## config.mk

```make
export PLATFORM = sky130hd
export DESIGN_NAME = pe_m_horner
export DESIGN_NICKNAME = d
export VERILOG_FILES = /design/src/rtl/pe_m_horner.sv
export SDC_FILE = /design/constraint.sdc
export NUM_CORES = 2
export LEC_CHECK = 0
export BUFFER_PORTS_ARGS = -buffer_cell sky130_fd_sc_hd__buf_2
export CELL_PAD_IN_SITES_DETAIL_PLACEMENT = 0
export CELL_PAD_IN_SITES_GLOBAL_PLACEMENT = 2
export CORE_ASPECT_RATIO = 1.1
export CORE_MARGIN = 2
export CORE_UTILIZATION = 42
export DETAILED_ROUTE_END_ITERATION = 7
export PLACE_DENSITY = 0.81
export SETUP_SLACK_MARGIN = 0.5
export SLEW_MARGIN = 40
export SYNTH_ARGS = -nofsm -noshare
export SYNTH_HDL_FRONTEND = slang
export SYNTH_SLANG_ARGS = --single-unit
```

## constraint.sdc

```tcl
create_clock -name clk -period 11 [get_ports clk]
set_clock_uncertainty 0.15 [all_clocks]
set_input_delay 1.1 -clock clk [delete_from_list [all_inputs] [get_ports clk]]
set_output_delay 1.1 -clock clk [all_outputs]
set_load 0.1 [all_outputs]
```

## src/rtl/pe_m_horner.sv

```systemverilog
// pe_m_horner: RAVEN PE, GEMM systolic MAC step or UNO Horner chain folded into one PE.
// Optional feature macro PE_ACC_SAT_EN: saturating accumulator add (default: two's-complement wrap).
module pe_m_horner #(
    parameter int INT_BW = 7,
    parameter int FRA_BW = 8,
    parameter int MUL_BW = 16,
    parameter int ACC_BW = 32,
    parameter int DEPTH  = 8,
    parameter int AW     = $clog2(DEPTH)
) (
    input  logic              clk,
    input  logic              rst,
    input  logic [1:0]        mode_i,
    input  logic              in_valid_i,
    input  logic [MUL_BW-1:0] x_i,
    input  logic [MUL_BW-1:0] wc_i,
    input  logic [ACC_BW-1:0] o_i,
    input  logic [ACC_BW-1:0] mac_i,
    input  logic              coef_we_i,
    input  logic [AW-1:0]     coef_addr_i,
    input  logic [AW:0]       nterms_i,
    input  logic              start_i,
    output logic              ready_o,
    output logic [MUL_BW-1:0] x_o,
    output logic [MUL_BW-1:0] wc_o,
    output logic [ACC_BW-1:0] o_o,
    output logic              valid_o,
    output logic              done_o
);
    typedef enum logic [1:0] {IDLE, RUN, DONE} state_t;

    // largest accumulator value whose operand-format view is representable
    localparam logic signed [ACC_BW-1:0] TM_HI = ACC_BW'((64'sd1 <<< (INT_BW + 2*FRA_BW)) - 64'sd1);

    state_t            state_q, state_d;
    logic [AW:0]       k_q, k_d;
    logic [MUL_BW-1:0] v_q, v_d;
    logic [ACC_BW-1:0] acc_q, acc_d;
    logic [ACC_BW-1:0] o_q, o_d;
    logic              valid_q, valid_d;
    logic [MUL_BW-1:0] x_q, wc_q;
    logic [MUL_BW-1:0] coef_q [DEPTH];
    logic [AW-1:0]     ra;
    logic              idle;

    // signed product plus addend at ACC_BW+1, then saturate or wrap
    function automatic logic [ACC_BW-1:0] mac_f(input logic signed [MUL_BW-1:0] a,
                                                 input logic signed [MUL_BW-1:0] b,
                                                 input logic signed [ACC_BW-1:0] c);
        logic signed [2*MUL_BW-1:0] p;
        logic signed [ACC_BW:0]     s;
        p = a * b;
        s = (ACC_BW+1)'(p) + (ACC_BW+1)'(c);
`ifdef PE_ACC_SAT_EN
        if (s[ACC_BW] != s[ACC_BW-1]) return {s[ACC_BW], {(ACC_BW-1){~s[ACC_BW]}}};
`endif
        return s[ACC_BW-1:0];
    endfunction

    // accumulator back to operand format, clamping out-of-range values
    function automatic logic [MUL_BW-1:0] to_mul(input logic signed [ACC_BW-1:0] a);
        return a > TM_HI ? {1'b0, {(MUL_BW-1){1'b1}}} :
               a < ~TM_HI ? {1'b1, {(MUL_BW-1){1'b0}}} : a[INT_BW+2*FRA_BW:FRA_BW];
    endfunction

    assign idle    = state_q == IDLE;
    assign ra      = AW'(k_q - 1'b1);
    assign ready_o = idle;
    assign done_o  = state_q == DONE;
    assign o_o     = o_q;
    assign valid_o = valid_q;
    assign x_o     = x_q;
    assign wc_o    = wc_q;

    // next state: GEMM step or UNO launch in IDLE, one Horner step per RUN cycle
    always_comb begin
        state_d = state_q;
        k_d     = k_q;
        v_d     = v_q;
        acc_d   = acc_q;
        o_d     = o_q;
        valid_d = 1'b0;
        if (idle) begin
            if (mode_i == 2'b00 && in_valid_i) begin
                o_d     = mac_f(x_i, wc_i, o_i);
                valid_d = 1'b1;
            end
            if (start_i && mode_i != 2'b00) begin
                v_d     = x_i;
                acc_d   = mac_i;
                k_d     = nterms_i > (AW+1)'(DEPTH) ? (AW+1)'(DEPTH) : nterms_i;
                state_d = k_d == '0 ? DONE : RUN;
            end
        end else if (state_q == RUN) begin
            acc_d   = mac_f(to_mul(acc_q), v_q, ACC_BW'($signed(coef_q[ra])) <<< FRA_BW);
            k_d     = k_q - 1'b1;
            state_d = k_q == 1 ? DONE : RUN;
        end else begin
            state_d = IDLE;
        end
        if (state_d == DONE && state_q != DONE) begin
            o_d     = acc_d;
            valid_d = 1'b1;
        end
    end

    // FSM, UNO operands and output registers
    always_ff @(posedge clk or posedge rst) begin
        if (rst) begin
            state_q <= IDLE;
            k_q     <= '0;
            v_q     <= '0;
            acc_q   <= '0;
            o_q     <= '0;
            valid_q <= 1'b0;
            x_q     <= '0;
            wc_q    <= '0;
        end else begin
            state_q <= state_d;
            k_q     <= k_d;
            v_q     <= v_d;
            acc_q   <= acc_d;
            o_q     <= o_d;
            valid_q <= valid_d;
            x_q     <= x_i;
            wc_q    <= wc_i;
        end
    end

    // coefficient file, writable only while idle
    always_ff @(posedge clk or posedge rst) begin
        if (rst) coef_q <= '{default: '0};
        else if (idle && coef_we_i) coef_q[coef_addr_i] <= wc_i;
    end
endmodule
```

# Word level (Yosys, flattened, before mapping)
# Cells that the tools add are included.
[classes]
add_sub_neg = 3
n_mul = 2
magnitude_cmp = 6
eq_ne = 6
n_mux = 26
n_bitwise = 2
n_reduce_logical = 15
[ops]
columns = ["operator", "count"]
rows = [
  ["32-bit 2-to-1 mux", 6],
  ["128-bit bitwise mux", 1],
  ["16-bit 2-to-1 mux", 5],
  ["16-bit by 16-bit multiplier with 32-bit output", 2],
  ["16-bit binary-select mux with 3-bit select", 1],
  ["16-bit demux with 3-bit select", 1],
  ["32-bit by 24-bit adder with 32-bit output", 1],
  ["32-bit adder", 1],
  ["32-bit by 24-bit greater-than comparator with 1-bit output (second input constant)", 1],
  ["32-bit by 24-bit < comparator with 1-bit output (second input constant)", 1],
  ["4-bit 2-to-1 mux", 4],
  ["2-bit 2-to-1 mux", 5],
  ["4-bit >= comparator (second input constant)", 2],
  ["3-bit NOT with 4-bit output", 2],
  ["2-bit nonzero test", 4],
  ["2-bit AND reduction", 3],
  ["1-bit logical AND", 5],
  ["2-bit equality test (second input constant)", 2],
  ["4-bit by 1-bit equality test with 1-bit output (second input constant)", 1],
  ["4-bit greater-than comparator (second input constant)", 1],
  ["2-bit logical NOT", 2],
  ["4-bit logical NOT", 1],
  ["4-bit by 1-bit < comparator with 1-bit output (second input constant)", 1],
  ["4-bit by 1-bit subtractor with 4-bit output (second input constant)", 1],
  ["4 further kinds", 6],
]
[totals]
reg_bits = 247
in_bits = 110

# Logic depth before layout (Yosys ltp)
[depth]
word_depth = 10
ltp_mapped = 28

# Least setup slack after synthesis
# No wires, ideal clock.
[synth_timing]
path_type = "reg-to-reg"
start = "register k_q[0]"
end = "register o_q[31], in the netlist o_o[31]"
setup_ns = 0.126
t_arrival_ns = 7.437
required_time_ns = 10.724
path_slack_ns = 3.287
path_stages_with_launch = 27
n_path_buf = 5
path_cell_list = "dfrtp_1 -> clkbuf_1 -> clkbuf_1 -> inv_1 -> ha_1 -> clkbuf_1 -> clkbuf_1 -> buf_1 -> mux4_2 -> mux2_2 -> ha_1 -> fa_1 -> fa_1 -> fa_1 -> inv_1 -> fa_1 -> inv_1 -> ha_1 -> a211oi_1 -> o21ai_0 -> a21oi_1 -> o21ai_0 -> a31o_1 -> a41oi_2 -> mux2i_1 -> a21oi_1 -> a221o_1"
[synth_between]
elab_chain_cells = 9
[synth_rtl]
columns = ["item", "line_no", "source"]
rows = [
  ["from (decl)", "36", "logic [AW:0] k_q, k_d;"],
  ["from (signal assigned)", "120", "k_q <= k_d;"],
  ["4-bit by 1-bit subtractor with 4-bit output", "-", ""],
  ["3-bit NOT with 4-bit output (implied by the code)", "95", "acc_d = mac_f(to_mul(acc_q), v_q, ACC_BW'($signed(coef_q[ra])) <<< FRA_BW);"],
  ["16-bit binary-select mux with 3-bit select", "95", ""],
  ["16-bit 2-to-1 mux (implied by the code) (2 in series)", "95", ""],
  ["32-bit by 24-bit adder with 32-bit output", "53", "s = (ACC_BW+1)'(p) + (ACC_BW+1)'(c);"],
  ["32-bit 2-to-1 mux", "94", "end else if (state_q == RUN) begin"],
  ["32-bit 2-to-1 mux", "83", "if (idle) begin"],
  ["32-bit 2-to-1 mux", "101", "if (state_d == DONE && state_q != DONE) begin"],
  ["to (signal assigned)", "114", "o_q <= '0;"],
  ["to (signal assigned)", "123", "o_q <= o_d;"],
  ["to (decl)", "39", "logic [ACC_BW-1:0] o_q, o_d;"],
]
# Parallel ways exist; a longest one is shown, timed or not. The select of a mux whose other input is x is not followed.
# A chain may end at the register's enable or synchronous reset.

# Worst setup path in the final report
[layout_timing]
start = "register acc_q[31]"
end = "register o_q[31], in the netlist o_o[31]"
[layout_between]
elab_chain_cells = 8
[layout_rtl]
columns = ["item", "line_no", "source"]
rows = [
  ["from (decl)", "38", "logic [ACC_BW-1:0] acc_q, acc_d;"],
  ["from (signal assigned)", "113", "acc_q <= '0;"],
  ["from (signal assigned)", "122", "acc_q <= acc_d;"],
  ["32-bit by 24-bit < comparator with 1-bit output", "63", "a < ~TM_HI ? {1'b1, {(MUL_BW-1){1'b0}}} : a[INT_BW+2*FRA_BW:FRA_BW];"],
  ["16-bit 2-to-1 mux", "63", ""],
  ["16-bit 2-to-1 mux", "62", "return a > TM_HI ? {1'b0, {(MUL_BW-1){1'b1}}} :"],
  ["16-bit by 16-bit multiplier with 32-bit output", "52", "p = a * b;"],
  ["32-bit by 24-bit adder with 32-bit output", "53", ""],
  ["32-bit 2-to-1 mux", "94", ""],
  ["32-bit 2-to-1 mux *", "83", ""],
  ["32-bit 2-to-1 mux *", "101", ""],
]
# Every way passes the cells marked *; elsewhere a longest branch is shown, timed or not.

==> implementation parameters <==
Parameter                              Value

STA
  Total count of hold-check failures in the final report ... 0
  Post-route clock period utilization ... between 70% and 80%
  Max Fclk ... approximately 120 MHz
  RSZ-0062 raised after global routing ... false
  Total negative slack ... 0 ps
  Transition at the pin with the smallest max-transition slack ... between 800 and 900 ps
  Shortest clock period the worst path allows after layout ... approximately 8000 ps
  Max-slew violation total from the final report ... 0
  Final worst slack ... approximately 3000 ps
  Worst-case headroom to the max-slew limit ... between 40% and 50%
  Setup-violating endpoint count in the final report ... 0

Placement
  Placed wire-length estimate after detailed placement ... 71.82 mm
  Routability congestion estimate from global placement ... 0.8995
  DP Worst Slack ... roughly 3000 ps
  Buffers on Ports ... about 180
  Cell area reported after detailed placement ... between 30,000 and 40,000 um2

Yosys
  Total number of yosys warnings ... 0
  Post-synthesis sequential area ratio ... between 10% and 20%
  Average footprint of a synthesized cell ... between 10 and 15 um2
  Fraction of post-synthesis cell area in the top cell type by area ... 36.67%
  Distinct cell type count of the synthesized netlist ... ~70
  Most numerous cell in the Yosys netlist ... sky130_fd_sc_hd__inv_1
  Post-synthesis cell type with the largest combined area ... sky130_fd_sc_hd__fa_1
  Commonest cells in the synthesized netlist ... sky130_fd_sc_hd__inv_1, sky130_fd_sc_hd__fa_1, sky130_fd_sc_hd__nand2_1
  Post-synth design cell area ... 31,120 um2
  Cells after Synth ... about 3,000
  Largest cells by area after synthesis ... sky130_fd_sc_hd__fa_1, sky130_fd_sc_hd__dfrtp_1, sky130_fd_sc_hd__ha_1
  Post-synth net total ... 3,887
  Number of synthesized register bits ... 247
  Dominant register cell in the synthesized netlist ... sky130_fd_sc_hd__dfrtp_1
  Share of flip-flops with an asynchronous set or reset ... 100.0%
  Number of synthesized flops with an enable pin ... 0

Finish
  Area added between synthesis and finish ... 8.789%
  Nets@finish ... between 3,000 and 4,000
  Share of cells above drive strength 1 ... 14.30%
  Number of fill cells ... a little under 7,000
  Final instance area ... between 30,000 and 40,000 um2

Floorplan
  X dimension of the die ... roughly 260 um
  Num ports ... 177
  Vertical die dimension ... around 290 um
  Core region area ... around 73,000 um2
  Total Die Area ... roughly 76,000 um2
  Number of core rows ... approximately 100
  Starting density of the core ... roughly 42%

Detailed routing
  Detailed Route Iter0 Violations ... around 1,200
  Remaining number of nets flagged by the antenna check after routing ... 0
  TritonRoute pass-1 iters ... 5
  Via count ... 21,620
  Routed wirelength normalized by instance count ... 22.38 um
  Via count normalized by instance count ... around 5.3
  Sum of routed wire length over all layers ... between 90 and 100 mm
  DRC violations left ... 0

Global routing
  Maximum number of pins on one net before global-route repair ... around 140
  Number of global-route vias before repair ... around 24,000
  Wire length of the first global-routing pass ... 142.5 mm
  Initial antenna violation count ... 4
  Total global routing overflow ... 0
  Global-route usage over all layers ... between 20% and 30%

Run
  Max-capacitance violation count ... 0

Clocking
  Clock tree from TritonCTS ... yes
  Deepest level of the CTS H-tree ... 1
  Post CTS Setup Buffer Count ... 0
  CTS buffer count ... 28
  Cell chosen for the clock root ... sky130_fd_sc_hd__clkbuf_16
  Buffers from clock root to sink, at most ... 3
  Clk Latency, worst-skew pair ... 580 ps
  Number of sinks driven by the clock tree ... approximately 250
  Hold buffer count at cts ... 0
  Clock-pin slew reported for the worst setup and hold paths after clock tree synthesis ... 60 ps
  Post_cts resized ... 0

Critical path
  CP dominant cell by count ... sky130_fd_sc_hd__fa_1
  Slowest cell on the critical path ... sky130_fd_sc_hd__dfrtp_1
  Critical Path Sink Type ... flop
  Max stage delay on crit path ... just under 900 ps
  Register-to-Register Setup Slack ... between 2000 and 3000 ps
  CP Cell Sequence ... o21ai_1, buf_4, a21o_1, and2_1, fa_1, fa_1, inv_1, fa_1, inv_1, fa_1, fa_1, inv_1, fa_1, inv_1, ha_1, a211oi_1, o21ai_0, a21oi_1, o21ai_0, a31o_1, a41oi_2, mux2i_1, a21oi_1, a221o_1
  Setup Crit Path Kind ... reg2reg
  Category of the worst setup path launch point ... flop
  Required time of the critical path ... between 10,000 and 15,000 ps
  Worst-path maximum fanout ... 19
  WP data arrival ... roughly 8300 ps

Hold path
  Tightest Hold Check Type ... reg2reg

Status
  Status ... completed
-- cell usage in the layout, fill, tap and decap left out, types with 16 or more instances in the layout --
| master | count |
|---|---|
| sky130_fd_sc_hd__a21o_1 | 20 |
| sky130_fd_sc_hd__a21oi_1 | 54 |
| sky130_fd_sc_hd__a221o_1 | 23 |
| sky130_fd_sc_hd__a22oi_1 | 28 |
| sky130_fd_sc_hd__and2_1 | 214 |
| sky130_fd_sc_hd__buf_2 | 176 |
| sky130_fd_sc_hd__clkbuf_16 | 29 |
| sky130_fd_sc_hd__dfrtp_1 | 244 |
| sky130_fd_sc_hd__fa_1 | 569 |
| sky130_fd_sc_hd__ha_1 | 187 |
| sky130_fd_sc_hd__inv_1 | 602 |
| sky130_fd_sc_hd__mux2_2 | 137 |
| sky130_fd_sc_hd__mux4_2 | 32 |
| sky130_fd_sc_hd__nand2_1 | 384 |
| sky130_fd_sc_hd__nand2b_1 | 22 |
| sky130_fd_sc_hd__nand3_1 | 16 |
| sky130_fd_sc_hd__nor2_1 | 69 |
| sky130_fd_sc_hd__o21ai_0 | 61 |
| sky130_fd_sc_hd__xnor2_1 | 49 |
| sky130_fd_sc_hd__xor2_1 | 18 |
-- metal layers --
layer / GRT usage, % / share of wire (%)
met1: 31.10 / 40
met2: 42.97 / 49
met3: 4.369 / 6.3
met4: 10.19 / 4.4
met5: 0 / 0.014
-- sequential cells by signal, indices dropped and copies added (netlist names) --
signal,flops
v_q,16
o_o,32
state_q,2
coef_q,128
acc_q,32
valid_o,1
k_q,4
wc_o,16
x_o,16
-- area by class of cell --
class | count | area [um2] | area share [%]
multi-input cells | 2038 | 22230 | 65.65
flip-flops and latches | 247 | 6185 | 18.27
clock inverters | 13 | 160.2 | 0.4731
clock buffers | 37 | 764.5 | 2.258
diodes | 6 | 15.01 | 0.04435
repair buffers | 193 | 1030 | 3.042
inverters | 604 | 2280 | 6.734
well taps | 954 | 1194 | 3.526
-- final timing paths --
check / start / endpoint / depth (start not counted)
worst max-delay path: acc_q[31] / o_o[31] / 24
worst min-delay path: acc_q[4] / acc_q[4] / 2
worst max register to register: acc_q[31] / o_o[31] / 24
worst min register to register: acc_q[4] / acc_q[4] / 2
max in group asynchronous: rst / v_q[7] / 4
min in group asynchronous: rst / wc_o[8] / 2
-- worst max-delay path, delay by kind of cell, from the launching register on --
kind	cells	cell delay [ps]
simple gates	1	330
flops	1	870
buf+inv	5	450
mux	1	280
compound gates	10	2420
fa+ha+maj	7	3370
-- metrics by stage --
stage | instances | utilization, % | hold slack, ps
finish | 4092 | 46.21 | 324.3
detailed placement | 4035 | 44.89 | 314.4
global route | 4086 | 46.19 | 351.1
CTS | 4085 | 46.15 | 330.8
floorplan | 3020 | - | 290.6
global placement | 4035 | 44.83 | 306.6
-- cells by family (layout without fill, tap and decap cells) --
kind of cell    after synthesis  after routing  share of synthesized area [%]
compound gates              277            277                          6.176
xor+xnor                     67             67                          1.886
fa+ha+maj                   757            757                          44.19
buf+inv                     735            847                          8.874
flops                       247            247                          19.86
mux                         174            174                          7.434
other cells                   0              6                              0
simple gates                763            763                          11.58
Power is not shown: default switching activity piles up to over one toggle a cycle in this logic, so the estimate is an artifact.
